File: config.mk
export PLATFORM = sky130hd
export DESIGN_NAME = wb_seq_master
export DESIGN_NICKNAME = d
export VERILOG_FILES = /design/src/rtl/wb_seq_master.sv
export SDC_FILE = /design/constraint.sdc
export NUM_CORES = 1
export LEC_CHECK = 0
export CAP_MARGIN = 10
export CORE_MARGIN = 5
export CORE_UTILIZATION = 35
export DETAILED_ROUTE_END_ITERATION = 12
export PLACE_DENSITY = 0.62
export SYNTH_ARGS = -nofsm -noshare
export SYNTH_HDL_FRONTEND = slang
export SYNTH_SLANG_ARGS = --single-unit
File: constraint.sdc
create_clock -name wb_clock -period 4 [get_ports wb_clock]
set_input_delay 0.8 -clock wb_clock [delete_from_list [all_inputs] [get_ports wb_clock]]
set_output_delay 0.8 -clock wb_clock [all_outputs]
set_load 0.02 [all_outputs]
File: src/rtl/wb_seq_master.sv
// wb_seq_master: walks addresses 0..ADR_LAST with one strobe/ack per address and an incrementing data pattern,
// stalling on the exec addresses for their done flag, with loop mode, stop, and error/timeout abort.
module wb_seq_master #(
  parameter int DATA_W   = 128,
  parameter int ADR_W    = 5,
  parameter int ADR_LAST = 19,
  parameter int CMD_ADR  = 16,
  parameter int DATA_ADR = 19,
  parameter int DATA_INC = 5,
  parameter int TIMEOUT  = 16
) (
  input  logic              wb_clock,
  input  logic              reset,
  input  logic              start_i,
  input  logic              stop_i,
  input  logic              loop_i,
  input  logic              we_i,
  input  logic [DATA_W-1:0] seed_i,
  input  logic              ack_i,
  input  logic              error_i,
  input  logic [DATA_W-1:0] wb_data_i,
  input  logic              cmd_done_i,
  input  logic              data_done_i,
  output logic              we_o,
  output logic [ADR_W-1:0]  adr_o,
  output logic              strobe_o,
  output logic [DATA_W-1:0] wb_data_o,
  output logic [DATA_W-1:0] rd_data_o,
  output logic              rd_valid_o,
  output logic              busy_o,
  output logic              done_o,
  output logic              err_o,
  output logic              timeout_o,
  output logic [ADR_W-1:0]  err_adr_o
);
  localparam logic [1:0] IDLE = 2'd0, BUS = 2'd1, DONE_WAIT = 2'd2, GAP = 2'd3;
  localparam int CW = $clog2(TIMEOUT + 1);
  localparam logic [CW-1:0] CNT_END = CW'(TIMEOUT - 1);
  localparam logic [ADR_W-1:0] LAST_A = ADR_W'(ADR_LAST);
  localparam logic [ADR_W-1:0] CMD_A = ADR_W'(CMD_ADR);
  localparam logic [ADR_W-1:0] DATA_A = ADR_W'(DATA_ADR);
  localparam logic [DATA_W-1:0] INC = DATA_W'(DATA_INC);
  logic [1:0] state;
  logic [CW-1:0] cnt;
  logic loop_r, is_cmd, is_data, at_last, flag, abort_err, abort_tmo;
  always_comb begin
    is_cmd = adr_o == CMD_A;
    is_data = adr_o == DATA_A;
    at_last = adr_o == LAST_A;
    flag = (is_cmd && cmd_done_i) || (is_data && data_done_i);
    abort_err = state == BUS && error_i;
    // cnt holds the waiting cycles already spent, so the TIMEOUT-th unanswered cycle aborts
    abort_tmo = cnt == CNT_END && ((state == BUS && !error_i && !ack_i) || (state == DONE_WAIT && !flag));
  end
  always_ff @(posedge wb_clock) begin
    if (reset) begin
      state <= IDLE;
      cnt <= '0;
      loop_r <= 1'b0;
      we_o <= 1'b0;
      adr_o <= '0;
      strobe_o <= 1'b0;
      wb_data_o <= '0;
      rd_data_o <= '0;
      rd_valid_o <= 1'b0;
      busy_o <= 1'b0;
      done_o <= 1'b0;
      err_o <= 1'b0;
      timeout_o <= 1'b0;
      err_adr_o <= '0;
    end else begin
      done_o <= 1'b0;
      rd_valid_o <= 1'b0;
      if (abort_err || abort_tmo) begin
        if (abort_err) err_o <= 1'b1;
        else timeout_o <= 1'b1;
        err_adr_o <= adr_o;
        strobe_o <= 1'b0;
        busy_o <= 1'b0;
        done_o <= 1'b1;
        state <= IDLE;
      end else begin
        case (state)
          IDLE: if (start_i) begin
            we_o <= we_i;
            adr_o <= '0;
            wb_data_o <= seed_i;
            loop_r <= loop_i;
            err_o <= 1'b0;
            timeout_o <= 1'b0;
            busy_o <= 1'b1;
            strobe_o <= 1'b1;
            cnt <= '0;
            state <= BUS;
          end
          BUS: if (ack_i) begin
            strobe_o <= 1'b0;
            if (!we_o) begin
              rd_data_o <= wb_data_i;
              rd_valid_o <= 1'b1;
            end
            cnt <= '0;
            state <= (is_cmd || is_data) ? DONE_WAIT : GAP;
          end else cnt <= cnt + 1'b1;
          DONE_WAIT: if (flag) state <= GAP;
          else cnt <= cnt + 1'b1;
          default: if (stop_i || (at_last && !loop_r)) begin
            busy_o <= 1'b0;
            done_o <= 1'b1;
            state <= IDLE;
          end else begin
            adr_o <= at_last ? '0 : adr_o + 1'b1;
            wb_data_o <= wb_data_o + INC;
            strobe_o <= 1'b1;
            cnt <= '0;
            state <= BUS;
          end
        endcase
      end
    end
  end
endmodule

* Word-level counts from Yosys, hierarchy flattened
Cells that the tools add are included.
Storage, ports and cells: bits in registers 281, bits of input ports 266, output and inout port bits 273, logic and storage cells 104
Cells by class: $add $sub $neg 3, eq/ne operators 14, muxes and demuxes 33, bitwise gates (word level) 6, reduce and logical (&&, ||, !) cells 34
Operators with widths (count):
- 2-to-1 mux 128 bit | 2
- case mux 128 bit (2 select lines) | 1
- adder 128 x 3 -> 128 bit, second input constant | 1
- 2-to-1 mux 5 bit | 6
- 2-to-1 mux 1 bit | 16
- AND reduction 4 bit | 4
- case mux 5 bit (3 select lines) | 1
- AND reduction 3 bit | 5
- inequality test 2 bit, second input constant | 6
- adder 5 x 1 -> 5 bit, second input constant | 2
- equality test 5 bit, second input constant | 2
- case mux 5 bit (2 select lines) | 1
- logical AND 1 bit | 8
- 2-to-1 mux 2 bit | 3
- inverter 1 bit | 6
- case mux 2 bit (3 select lines) | 1
- nonzero test 2 bit | 3
- equality test 5 x 4 -> 1 bit, second input constant | 1
- logical OR 1 bit | 5
- zero test 1 bit | 4
- inequality test 4 x 3 -> 1 bit, second input constant | 1
- OR reduction 2 bit | 2
- OR reduction 4 bit | 1
- inequality test 3 x 2 -> 1 bit, second input constant | 1
- other kinds (7) | 7

* Depth between registers and ports, before layout
depth after elaboration 10, depth in mapped cells 11, mapped depth without buffers 9

* Worst setup path after synthesis
Ideal clock, no wire load.
path kind register to register, from register cnt[0], to register wb_data_o[127], library setup time 0.120 ns, arrival time 2.374 ns, required time 3.880 ns, slack 1.506 ns, cell stages (with the launch flop) 11, buffers on the path 1, clock period less this slack 2.494 ns, path through dfxtp_1 ha_1 and3_1 ha_1 nor2b_1 o21a_1 a2111o_1 buf_2 nor4_2 a21oi_1 a211o_1
Between the ends: cells in the longest elaborated chain, start to end 5
RTL lines:
- from (decl) | RTL line 44 | logic [CW-1:0] cnt;
- from (signal assigned) | RTL line 104 | end else cnt <= cnt + 1'b1;
- from (signal assigned) | RTL line 106 | else cnt <= cnt + 1'b1;
- equality test 5 x 4 -> 1 bit | RTL line 53 | abort_tmo = cnt == CNT_END && ((state == BUS && !error_i && !ack_i) || (state == DONE_WAIT && !flag));
- logical AND 1 bit | RTL line 53
- logical OR 1 bit | RTL line 74 | if (abort_err || abort_tmo) begin
- inverter 1 bit (no line)
- AND reduction 4 bit (no line)
- to (signal assigned) | RTL line 87 | wb_data_o <= seed_i;
- to (signal assigned) | RTL line 113 | wb_data_o <= wb_data_o + INC;
- to (decl) | RTL line 27 | output logic [DATA_W-1:0] wb_data_o,
No other way between the ends. A chain may end at the register's enable or synchronous reset.

* Worst setup path in the final report
from register wb_data_o[81], to register wb_data_o[115]
Between the ends: cells in the longest elaborated chain, start to end 3
RTL lines:
- adder 128 x 3 -> 128 bit | RTL line 113
- 2-to-1 mux 128 bit | RTL line 107 | default: if (stop_i || (at_last && !loop_r)) begin
- case mux 128 bit (2 select lines) | RTL line 83 | case (state)
No other way between the ends. The select of a mux whose other input is x is not followed.

==> results.sh <==
export IMPL_outcome="completed"
export IMPL_slew_viol_final=0
export IMPL_setup_violations=0
export IMPL_total_power_mw=14.84
export IMPL_holdBufCountCts=0
export IMPL_path_max_fanout=8
export IMPL_antenna_found_initial=11
export IMPL_slew_headroom_pct=38.57
export IMPL_clock_sinks=281
export IMPL_finalCritPeriodShare_pct=80.90
export IMPL_stdcell_area_mm2=0.02238
export IMPL_clock_latency_ns=0.55
export IMPL_final_common_cell="clkdlybuf4s50_1"
export IMPL_drive_gt1_share_pct=6.472
export IMPL_min_delay_start="rd_data_o[79]"
export IMPL_cts_buffer_depth=3
export IMPL_crit_chain="nand3_1 -> nor4_1 -> nand4_1 -> nor4_1 -> nor4b_1 -> a211o_1"
export IMPL_hold_class="reg -> reg"
export IMPL_synth_ff_type="dfxtp_1"
export IMPL_cpMaxStageDelayCell="nor4_1"
export IMPL_fillers=4127
export IMPL_htree_num_levels=2
export IMPL_yosys_warnings=0
export IMPL_avgSynthCellArea_um2=7.479
export IMPL_vias_per_cell=5.896
export IMPL_root_buffer="clkbuf_16"
export IMPL_vias=18420
export IMPL_core_area_mm2=0.04308
export IMPL_crit_top_cell="nor4_1"
export IMPL_maxCapViolations=0
export IMPL_finalCoreUtilization_pct=51.96
export IMPL_start_util_pct=35.31
export IMPL_layout_nets=2784
export IMPL_ys_types=83
export IMPL_syn_to_final_growth_pct=47.13
export IMPL_ys_seq_area_share_pct=36.98
export IMPL_syn_inst=2034
export IMPL_synth_nets=2309
export IMPL_holdPathEnd="rd_data_o[79]"
export IMPL_finalHoldViolCount=0
export IMPL_grt_pass1_vias=17390
export IMPL_wl_per_cell_um=23.59
export IMPL_numCtsBuffers=36
export IMPL_grt_overflow=0
export IMPL_worstPathRequired_ns=4.43
export IMPL_r2r_end="wb_data_o[115]"
export IMPL_worstSetupStartpointType="flip-flop"
export IMPL_multi_input_area_mm2=0.008927
export IMPL_cts_tree="yes"
export IMPL_r2r_start="wb_data_o[81]"
export IMPL_dpl_hpwl_um=54090
export IMPL_skew_ns=0.01413
export IMPL_gp_congestion=0.9299
export IMPL_async_flop_share_pct=0
export IMPL_tightest_slew_ns=0.9192
export IMPL_layout_min_cycle_time_ns=3.236
export IMPL_mostFrequentLayoutCells="clkdlybuf4s50_1, nand2_1, dfxtp_1, a21oi_1, nor2_1"
export IMPL_p_per_area_mw_per_mm2=662.9
export IMPL_syn_area_mm2=0.01521
export IMPL_worst_ir_drop_vdd_mv=0.4930
export IMPL_grt_pass1_wl_um=109200
export IMPL_hold_depth=2
export IMPL_reg2reg_depth=6
export IMPL_firstDrtPassIters=6
export IMPL_r2r_setup_slack_ns=0.76
export IMPL_setup_tns_final_ns=0
export IMPL_path_clk_slew_ns=0.06
export IMPL_crit_family="simple AND/OR/NAND/NOR gates"
export IMPL_first_iter_violations=1919
export IMPL_rsz0062_at_grt="no"
export IMPL_postCtsSetupRepairBufs=0
export IMPL_antenna_left=0
export IMPL_route_detailed_drc=0
export IMPL_cts_resized=0
export IMPL_placed_cell_area_mm2=0.02123
export IMPL_grt_max_degree=161
export IMPL_wirelength_um=73710
export IMPL_io_pins=539
export IMPL_cp_arrival_ns=3.66
export IMPL_rows=76
export IMPL_synth_edf_count=0
export IMPL_path_class="reg -> reg"
export IMPL_instances_no_fill=3124
export IMPL_die_area_mm2=0.04773
export IMPL_regArea_mm2=0.005625
export IMPL_path_buf_inv=0
export IMPL_dp_cells=3056
export IMPL_die_h_um=218.5
export IMPL_synth_seq_cells=281
export IMPL_cp_slowest_stage_delay_ns=0.82
export IMPL_fmax_mhz=309.0
export IMPL_track_usage_pct=29.07
export IMPL_cp_end_kind="flip-flop"
export IMPL_die_w_um=218.5
export IMPL_power_leakage_nw=7.211
export IMPL_portBuffers=538
==> flip-flops by register name (all words and copies together), names as in the netlist <==
register / flops
timeout_o: 1
adr_o: 5
err_o: 1
rd_data_o: 128
loop_r: 1
err_adr_o: 5
wb_data_o: 128
strobe_o: 1
cnt: 5
rd_valid_o: 1
we_o: 1
busy_o: 1
state: 2
done_o: 1
==> final cells by class <==
type                            instances  share of cell area (%)
Multi-Input combinational cell       1577                   39.89
Timing Repair Buffer                  588                   26.15
Sequential cell                       281                   25.13
Clock buffer                           49                   4.472
Tap cell                              585                   3.270
Clock inverter                         14                  0.6149
Inverter                               25                  0.4193
Antenna cell                            5                 0.05590
==> worst min-delay path: stages, from the launching register on <==
cell and delay (ns):
dfxtp_1 0.30, nand2_1 0.05, a21oi_1 0.05
==> metal layers <==
metal / global-route usage (%) / vias to the layer above / share of wire, %
met5: 0 / - / 0.092
met1: 35.68 / 8764 / 38
met3: 7.369 / 190 / 9.7
met4: 12.37 / 12 / 4.6
met2: 48.50 / 1004 / 47
li1: - / 8450 / -
==> cell usage after synthesis, drive strengths merged (4+ instances only) <==
library cell | n | area [um2]
buf | 31 | 151.4
o31ai | 14 | 105.1
mux2i | 33 | 330.3
a22o | 8 | 70.07
nor2 | 112 | 427.9
nand4 | 96 | 653.1
nor2b | 22 | 137.6
or2 | 5 | 31.28
and2 | 25 | 156.4
and3 | 27 | 168.9
nor3 | 84 | 450.4
dfxtp | 281 | 5625
nor3b | 4 | 41.29
nor4b | 5 | 56.31
o22ai | 17 | 106.4
inv | 23 | 86.33
ha | 9 | 112.6
a31oi | 30 | 187.7
and4 | 8 | 70.07
a32o | 8 | 80.08
o221ai | 8 | 70.07
a21o | 17 | 127.6
a22oi | 48 | 360.4
o21a | 8 | 60.06
or3 | 15 | 93.84
or4 | 11 | 86.33
a211oi | 18 | 135.1
nor4 | 74 | 603.1
nand2 | 404 | 1516
clkbuf | 120 | 457.9
o211ai | 10 | 75.07
o21ai | 80 | 400.4
nand4b | 4 | 35.03
a21oi | 216 | 1081
nand3 | 101 | 535.5
==> report_power, final <==
part           internal (mW)  leakage, nW  total (mW)  switching [mW]
combinational           2.77         4.36        6.89            4.12
sequential              3.50         2.29        4.70            1.21
clock                   1.89        0.562        3.24            1.35
total                   8.16         7.21        14.8            6.68
==> stage by stage <==
| step | hold slack [ns] | setup slack, ns |
|---|---|---|
| floorplan | 0.4319 | 1.506 |
| global placement | 0.4376 | 0.5807 |
| detailed placement | 0.4482 | 0.5166 |
| CTS | 0.4557 | 0.8693 |
| global route | 0.4722 | 0.6286 |
| finish | 0.4526 | 0.7641 |
==> logic make-up after synthesis <==
kind of cell,count (synthesis),share of synthesized area (%)
mux,35,2.319
simple gates,1009,33.99
flops,281,36.98
compound gates,521,21.17
xor+xnor,3,0.1728
buf+inv,176,4.623
fa+ha+maj,9,0.7403
==> how the worst max path moves through the flow <==
stage,slack [ns],to,from,depth (start not counted)
detailed placement,0.52,wb_data_o[109],cmd_done_i,9
finish,0.76,wb_data_o[115],wb_data_o[81],6
CTS,0.87,wb_data_o[109],state[0],9
floorplan,1.51,wb_data_o[127],cnt[0],10
global route,0.63,wb_data_o[109],state[1],9
global placement,0.58,wb_data_o[115],cmd_done_i,9
Note: power is estimated with default switching activity, not from simulation.
